==> src/rtl/dot_operand_packer.sv <==
// Producer-side driver for the dotProduct engine: gathers DIM element pairs into the flat
// A/B buses, waits out the engine latency, then presents the captured dot product.
module dot_operand_packer #(
  parameter int DIM          = 10,
  parameter int A_DATA_WIDTH = 16,
  parameter int B_DATA_WIDTH = 16,
  parameter int RES_WIDTH    = 36,
  parameter int PIPE_LATENCY = 4
) (
  input  logic                      Clock,
  input  logic                      Reset,
  input  logic                      InValid,
  output logic                      InReady,
  input  logic [A_DATA_WIDTH-1:0]   InA,
  input  logic [B_DATA_WIDTH-1:0]   InB,
  input  logic                      InLast,
  output logic [A_DATA_WIDTH*DIM-1:0] A,
  output logic [B_DATA_WIDTH*DIM-1:0] B,
  input  logic [RES_WIDTH-1:0]      DotProduct,
  output logic                      ResValid,
  input  logic                      ResReady,
  output logic [RES_WIDTH-1:0]      Result,
  output logic                      LenError
);

  localparam int IDX_W = (DIM > 1) ? $clog2(DIM) : 1;
  localparam int CNT_W = (PIPE_LATENCY > 1) ? $clog2(PIPE_LATENCY) : 1;
  localparam logic [IDX_W-1:0] IDX_LAST = IDX_W'(DIM - 1);
  localparam logic [CNT_W-1:0] CNT_LAST = CNT_W'(PIPE_LATENCY - 1);

  typedef enum logic [1:0] {
    S_FILL = 2'd0,
    S_WAIT = 2'd1,
    S_HOLD = 2'd2
  } state_t;

  state_t           state;
  logic [IDX_W-1:0] idx;
  logic [CNT_W-1:0] cnt;
  logic             accept;
  logic             at_last;

  assign InReady = (state == S_FILL);
  assign accept  = InValid && InReady;
  assign at_last = (idx == IDX_LAST);

  always_ff @(posedge Clock) begin
    if (Reset) begin
      state    <= S_FILL;
      idx      <= '0;
      cnt      <= '0;
      A        <= '0;
      B        <= '0;
      Result   <= '0;
      ResValid <= 1'b0;
      LenError <= 1'b0;
    end else begin
      case (state)
        // Fill: one slot per accepted pair, vector closes on the DIM-th accept
        S_FILL: begin
          if (accept) begin
            for (int i = 0; i < DIM; i++) begin
              if (idx == IDX_W'(i)) begin
                A[i*A_DATA_WIDTH +: A_DATA_WIDTH] <= InA;
                B[i*B_DATA_WIDTH +: B_DATA_WIDTH] <= InB;
              end
            end
            // A misplaced InLast is only flagged; the element count still decides framing
            if (InLast != at_last) LenError <= 1'b1;
            if (at_last) begin
              idx   <= '0;
              cnt   <= '0;
              state <= S_WAIT;
            end else begin
              idx <= idx + 1'b1;
            end
          end
        end
        // Wait: A/B held stable while the engine pipeline settles
        S_WAIT: begin
          if (cnt == CNT_LAST) begin
            Result   <= DotProduct;
            ResValid <= 1'b1;
            state    <= S_HOLD;
          end else begin
            cnt <= cnt + 1'b1;
          end
        end
        // Hold: result offered until the consumer takes it
        S_HOLD: begin
          if (ResReady) begin
            ResValid <= 1'b0;
            state    <= S_FILL;
          end
        end
        default: begin
          state    <= S_FILL;
          ResValid <= 1'b0;
        end
      endcase
    end
  end

endmodule

==> config.mk <==
export PLATFORM = sky130hd
export DESIGN_NAME = dot_operand_packer
export DESIGN_NICKNAME = d
export VERILOG_FILES = /design/src/rtl/dot_operand_packer.sv
export SDC_FILE = /design/constraint.sdc
export NUM_CORES = 1
export LEC_CHECK = 0
export BUFFER_PORTS_ARGS = -buffer_cell sky130_fd_sc_hd__buf_4
export CORE_ASPECT_RATIO = 0.75
export CORE_MARGIN = 2
export CORE_UTILIZATION = 51
export DETAILED_ROUTE_END_ITERATION = 10
export PLACE_DENSITY = 0.79
export SLEW_MARGIN = 25
export SYNTH_ARGS = -nofsm -noshare
export SYNTH_HDL_FRONTEND = slang
export SYNTH_SLANG_ARGS = --single-unit
==> constraint.sdc <==
create_clock -name Clock -period 1.71 [get_ports Clock]
set_input_delay 0.171 -clock Clock [delete_from_list [all_inputs] [get_ports Clock]]
set_output_delay 0.171 -clock Clock [all_outputs]
set_load 0.005 [all_outputs]
== Word level (Yosys, flattened, before mapping) ==
Index checks and enable logic that the tools add are counted.

* Add/sub/neg operators: 2
* Eq/ne operators: 18
* Muxes and demuxes: 13
* Bitwise logic cells: 1
* Reductions and logical operators: 20

{| class="wikitable"
|+ Operators with widths
! kind !! count
|-
| $reduce_and A3 Y1 || 12
|-
| $eq A4 B3 Y1 const B || 4
|-
| $mux W2 || 7
|-
| $eq A4 B2 Y1 const B || 2
|-
| $eq A4 B4 Y1 const B || 2
|-
| $reduce_and A4 Y1 || 2
|-
| $ne A2 B2 Y1 const B || 3
|-
| $pmux W2 S3 || 1
|-
| $add A4 B1 Y4 const B || 1
|-
| $eq A2 B2 Y1 const B || 2
|-
| $eq A4 B1 Y1 const B || 1
|-
| $logic_not A4 Y1 || 1
|-
| $mux W4 || 1
|-
| $ne A2 B1 Y1 const B || 2
|-
| $pmux W2 S2 || 1
|-
| $reduce_and A2 Y1 || 2
|-
| $pmux W1 S3 || 1
|-
| $add A2 B1 Y2 const B || 1
|-
| $eq A2 B1 Y1 const B || 1
|-
| $logic_not A2 Y1 || 1
|-
| $mux W1 || 2
|-
| $reduce_bool A2 Y1 || 1
|-
| $logic_and A1 B1 Y1 || 1
|-
| $ne A1 B1 Y1 || 1
|-
| $not A1 Y1 || 1
|}

* Bits in registers: 366
* Input port bits: 73
* Output and inout bits: 359

== Longest topological paths before layout ==
* Depth after elaboration: 4
* Mapped depth: 6
* Gate-level depth less buffers: 4

== Worst setup path after synthesis ==
OpenSTA, ideal clock, no wires.

* Path type: register -> register
* Start point: reg idx[0]
* End point: reg B[10]
* Setup time: 72 ps
* Data arrival time: 1462 ps
* Setup slack: 176 ps
* Stages on the path, launching flop included: 7
* Cells stage by stage: dfxtp_1 buf_6 nor4b_4 and2_1 buf_6 buf_8 mux2i_1

* Word-level cells in the longest chain between the ends: 2

{| class="wikitable"
|+ RTL lines
! element !! line !! text
|-
| start: declaration || 38 || <nowiki>logic [IDX_W-1:0] idx;</nowiki>
|-
| start signal: assignment || 75 || <nowiki>idx <= idx + 1'b1;</nowiki>
|-
| $logic_not A4 Y1 || 63 || <nowiki>if (idx == IDX_W'(i)) begin</nowiki>
|-
| $reduce_and A3 Y1 (no line) || - ||
|-
| end signal: indexed assignment || 65 || <nowiki>B[i*B_DATA_WIDTH +: B_DATA_WIDTH] <= InB;</nowiki>
|-
| end: declaration || 18 || <nowiki>output logic [B_DATA_WIDTH*DIM-1:0] B,</nowiki>
|}

Every way passes these cells.
A chain may end at the register's enable or synchronous reset.

== Worst setup path in the final report ==
* Start point: reg state[0]
* End point: reg A[62]

* Word-level cells in the longest chain between the ends: 3

{| class="wikitable"
|+ RTL lines
! element !! line !! text
|-
| start: declaration || 37 || <nowiki>state_t state;</nowiki>
|-
| start signal: assignment || 49 || <nowiki>state <= S_FILL;</nowiki>
|-
| start signal: assignment || 73 || <nowiki>state <= S_WAIT;</nowiki>
|-
| start signal: assignment || 84 || <nowiki>state <= S_HOLD;</nowiki>
|-
| $logic_not A2 Y1 (*) || 43, 58 ||
|-
| $logic_and A1 B1 Y1 || 44 || <nowiki>assign accept = InValid && InReady;</nowiki>
|-
| $reduce_and A3 Y1 (no line) (*) || - ||
|-
| end signal: indexed assignment || 64 || <nowiki>A[i*A_DATA_WIDTH +: A_DATA_WIDTH] <= InA;</nowiki>
|-
| end: declaration || 17 || <nowiki>output logic [A_DATA_WIDTH*DIM-1:0] A,</nowiki>
|}

Every way passes the cells marked *; elsewhere a longest branch is shown, timed or not.

==> run_results.csv <==
group,metric,value,unit
timing,rsz0062_at_grt,"no",
hold_path,hold_path.class,"in2reg",
synthesis,netlist.area_leader.share,51.84,%
clock_network,h-tree-depth,2,
pwr,p_leak,8.646,nW
clock_network,tritoncts,"yes",
synthesis,yosysSeqAreaShare,51.84,%
timing,tightestPinTransition,429.7,ps
timing,fin_crit,1681,ps
clock_network,insertion_delay,510,ps
clock_network,cts_root_buffer,"clkbuf_16",
timing,timing.final.ws_setup,29.32,ps
timing,setup_viol,0,
final_layout,drive_gt1_share,28.30,%
detailed_routing,routed_wl,47930,um
timing,fmax,595.0,MHz
timing,finalSetupTns,0,ps
place,post-dp-hpwl,31330,um
final_layout,fill_cells,1930,
critical_path,cp.arrival,2090,ps
floorplanning,io_pins,432,
synthesis,synth_top_area_cell,"dfxtp_1",
critical_path,worstSetupPathType,"reg2reg",
clock_network,cts_sinks,366,
critical_path,startpoint_type,"flop",
synthesis,synth_ff_type,"dfxtp_1",
place,pre_cts_ws,62.32,ps
critical_path,end_kind,"flop",
final_layout,seqCellArea,7331,um2
detailed_routing,firstDrtPassIters,6,
synthesis,synth-seq-cells,366,
timing,clock_skew,18.22,ps
place,gp_congestion,0.8219,
timing,final_hold_viol_count,0,
timing,worst_hold_slack,21.70,ps
synthesis,syn_nets,1583,
synthesis,synth_warnings,0,
flow_run,cap_viol_max_count,0,
critical_path,crit_path_max_fanout,33,
synthesis,post-synth-top-count-cell,"dfxtp_1",
detailed_routing,post_drt_wl_per_cell,20.63,um
place,dp_cells,2198,
global_route,track_usage,31.52,%
global_route,grt_first_pass_wirelength,72240,um
synthesis,ys_top_cells_by_count,"366 x dfxtp_1, 204 x a21oi_1, 193 x nand2b_1",
global_route,grt_pass1_vias,12730,
synthesis,netlist_top_cells_area,"dfxtp_1 52%, mux2i_1 11%, nand2b_1 8.5%",
floorplanning,die_w,196.2,um
detailed_routing,drc,0,
detailed_routing,ant_nets,0,
pwr,ir_worst_vdd,700.0,uV
timing,min_period_over_period,98.29,%
final_layout,antenna_cells,0,
clock_network,cts_buffers,35,
synthesis,async_flop_share,0,%
global_route,antenna_found_initial,0,
synthesis,syn_avg_cell_area,9.367,um2
final_layout,final_cells,2323,
timing,max_slew_margin,71.31,%
place,numPortBuffers,431,
floorplanning,die_y,148.2,um
critical_path,crit_required,2120,ps
detailed_routing,vias_per_cell,5.610,
final_layout,multi_input_area,6151,um2
detailed_routing,dr_total_vias,13030,
synthesis,syn_inst,1509,
pwr,pwr_density_cell,930.5,nW/um2
clock_network,cts_max_path_buffers,3,
timing,finalMaxSlewViolations,0,
floorplanning,initial_utilization,52.10,%
synthesis,synth.distinct_cells,40,
floorplanning,dieArea,29080,um2
floorplanning,num_rows,52,
global_route,grt_overflow,0,
clock_network,cts.reportedPaths.clkPinSlew,70,ps
synthesis,synth_edf_count,0,
global_route,grt_max_degree,91,
final_layout,fin_nets,2021,
floorplanning,coreArea,27130,um2
detailed_routing,drt_iter0_markers,1066,
synthesis,netlist_area,14130,um2
run_status,status,"finished, final reports clean",
final_layout,area_delta_synth_final,39.24,%
[registers in the layout, summed over array words and instances, names as in the netlist]
| name | flops |
|---|---|
| ResValid | 1 |
| cnt | 2 |
| state | 2 |
| idx | 4 |
| LenError | 1 |
| Result | 36 |
| A | 160 |
| B | 160 |
[per-stage QoR]
step / util, % / area, um2 / power, mW
after floorplan: - / 14130 / 9.431
after global placement: 65.60 / 17800 / 10.05
after detailed placement: 65.60 / 17800 / 10.07
after CTS: 72.45 / 19660 / 18.37
after global routing: 72.54 / 19680 / 18.86
final: 72.54 / 19680 / 18.31
[placed cells by master, fill, tap and decap left out, types with 5 or more instances in the layout]
cell type	count
buf_4	455
dfxtp_1	363
a21oi_1	204
nand2b_1	193
mux2i_1	160
nand3_1	160
o21ai_0	151
nand2_1	77
dlygate4sd3_1	63
clkbuf_16	37
buf_12	21
o21ai_1	11
clkbuf_8	10
clkbuf_1	5
[worst paths after layout]
path	cells after the start	startpoint	to	slack, ps
min	3	InA[0]	A[80]	20
max reg2reg	5	state[0]	A[62]	30
max	5	state[0]	A[62]	30
min reg2reg	2	Result[11]	Result[11]	460
[worst max-delay path, stage by stage (launching register included)]
cell,delay [ps]
dfxtp_1,370
buf_4,180
and4b_2,400
buf_12,230
nand3_1,170
a21oi_1,230
[logic make-up after synthesis]
family | synth area share, %
simple gates | 18.27
compound gates | 13.30
flops | 51.84
mux | 11.33
buf+inv | 5.054
xor+xnor | 0.1239
fa+ha+maj | 0.08850
[where the power goes]
part           leakage, nW  internal, mW  switching (mW)  total [mW]
logic                 5.08         0.608           0.701        1.31
clock network        0.606          4.99            3.30        8.29
registers             2.96          8.64          0.0753        8.71
[what timing repair did]
action                                 in CTS  in global routing
gates resized for setup                     0                 17
hold buffers                               62                  1
setup buffers                               0                  0
setup endpoints to repair                   0                 36
endpoints found under the hold margin     137                  1
[per-layer routing]
metal,GRT usage [%],vias to the layer above,share of wire [%]
met4,11.86,0,3.5
met3,9.433,112,11
met2,52.03,632,47
li1,-,6053,-
met1,39.13,6236,39
met5,0,-,0
[final cells by class]
class | instances | area share, %
Multi-Input combinational cell | 999 | 31.25
Clock inverter | 10 | 0.7883
Inverter | 2 | 0.03814
Sequential cell | 366 | 37.25
Tap cell | 351 | 2.231
Clock buffer | 52 | 5.499
Timing Repair Buffer | 543 | 22.94
Note: power is estimated with default switching activity, not from simulation.
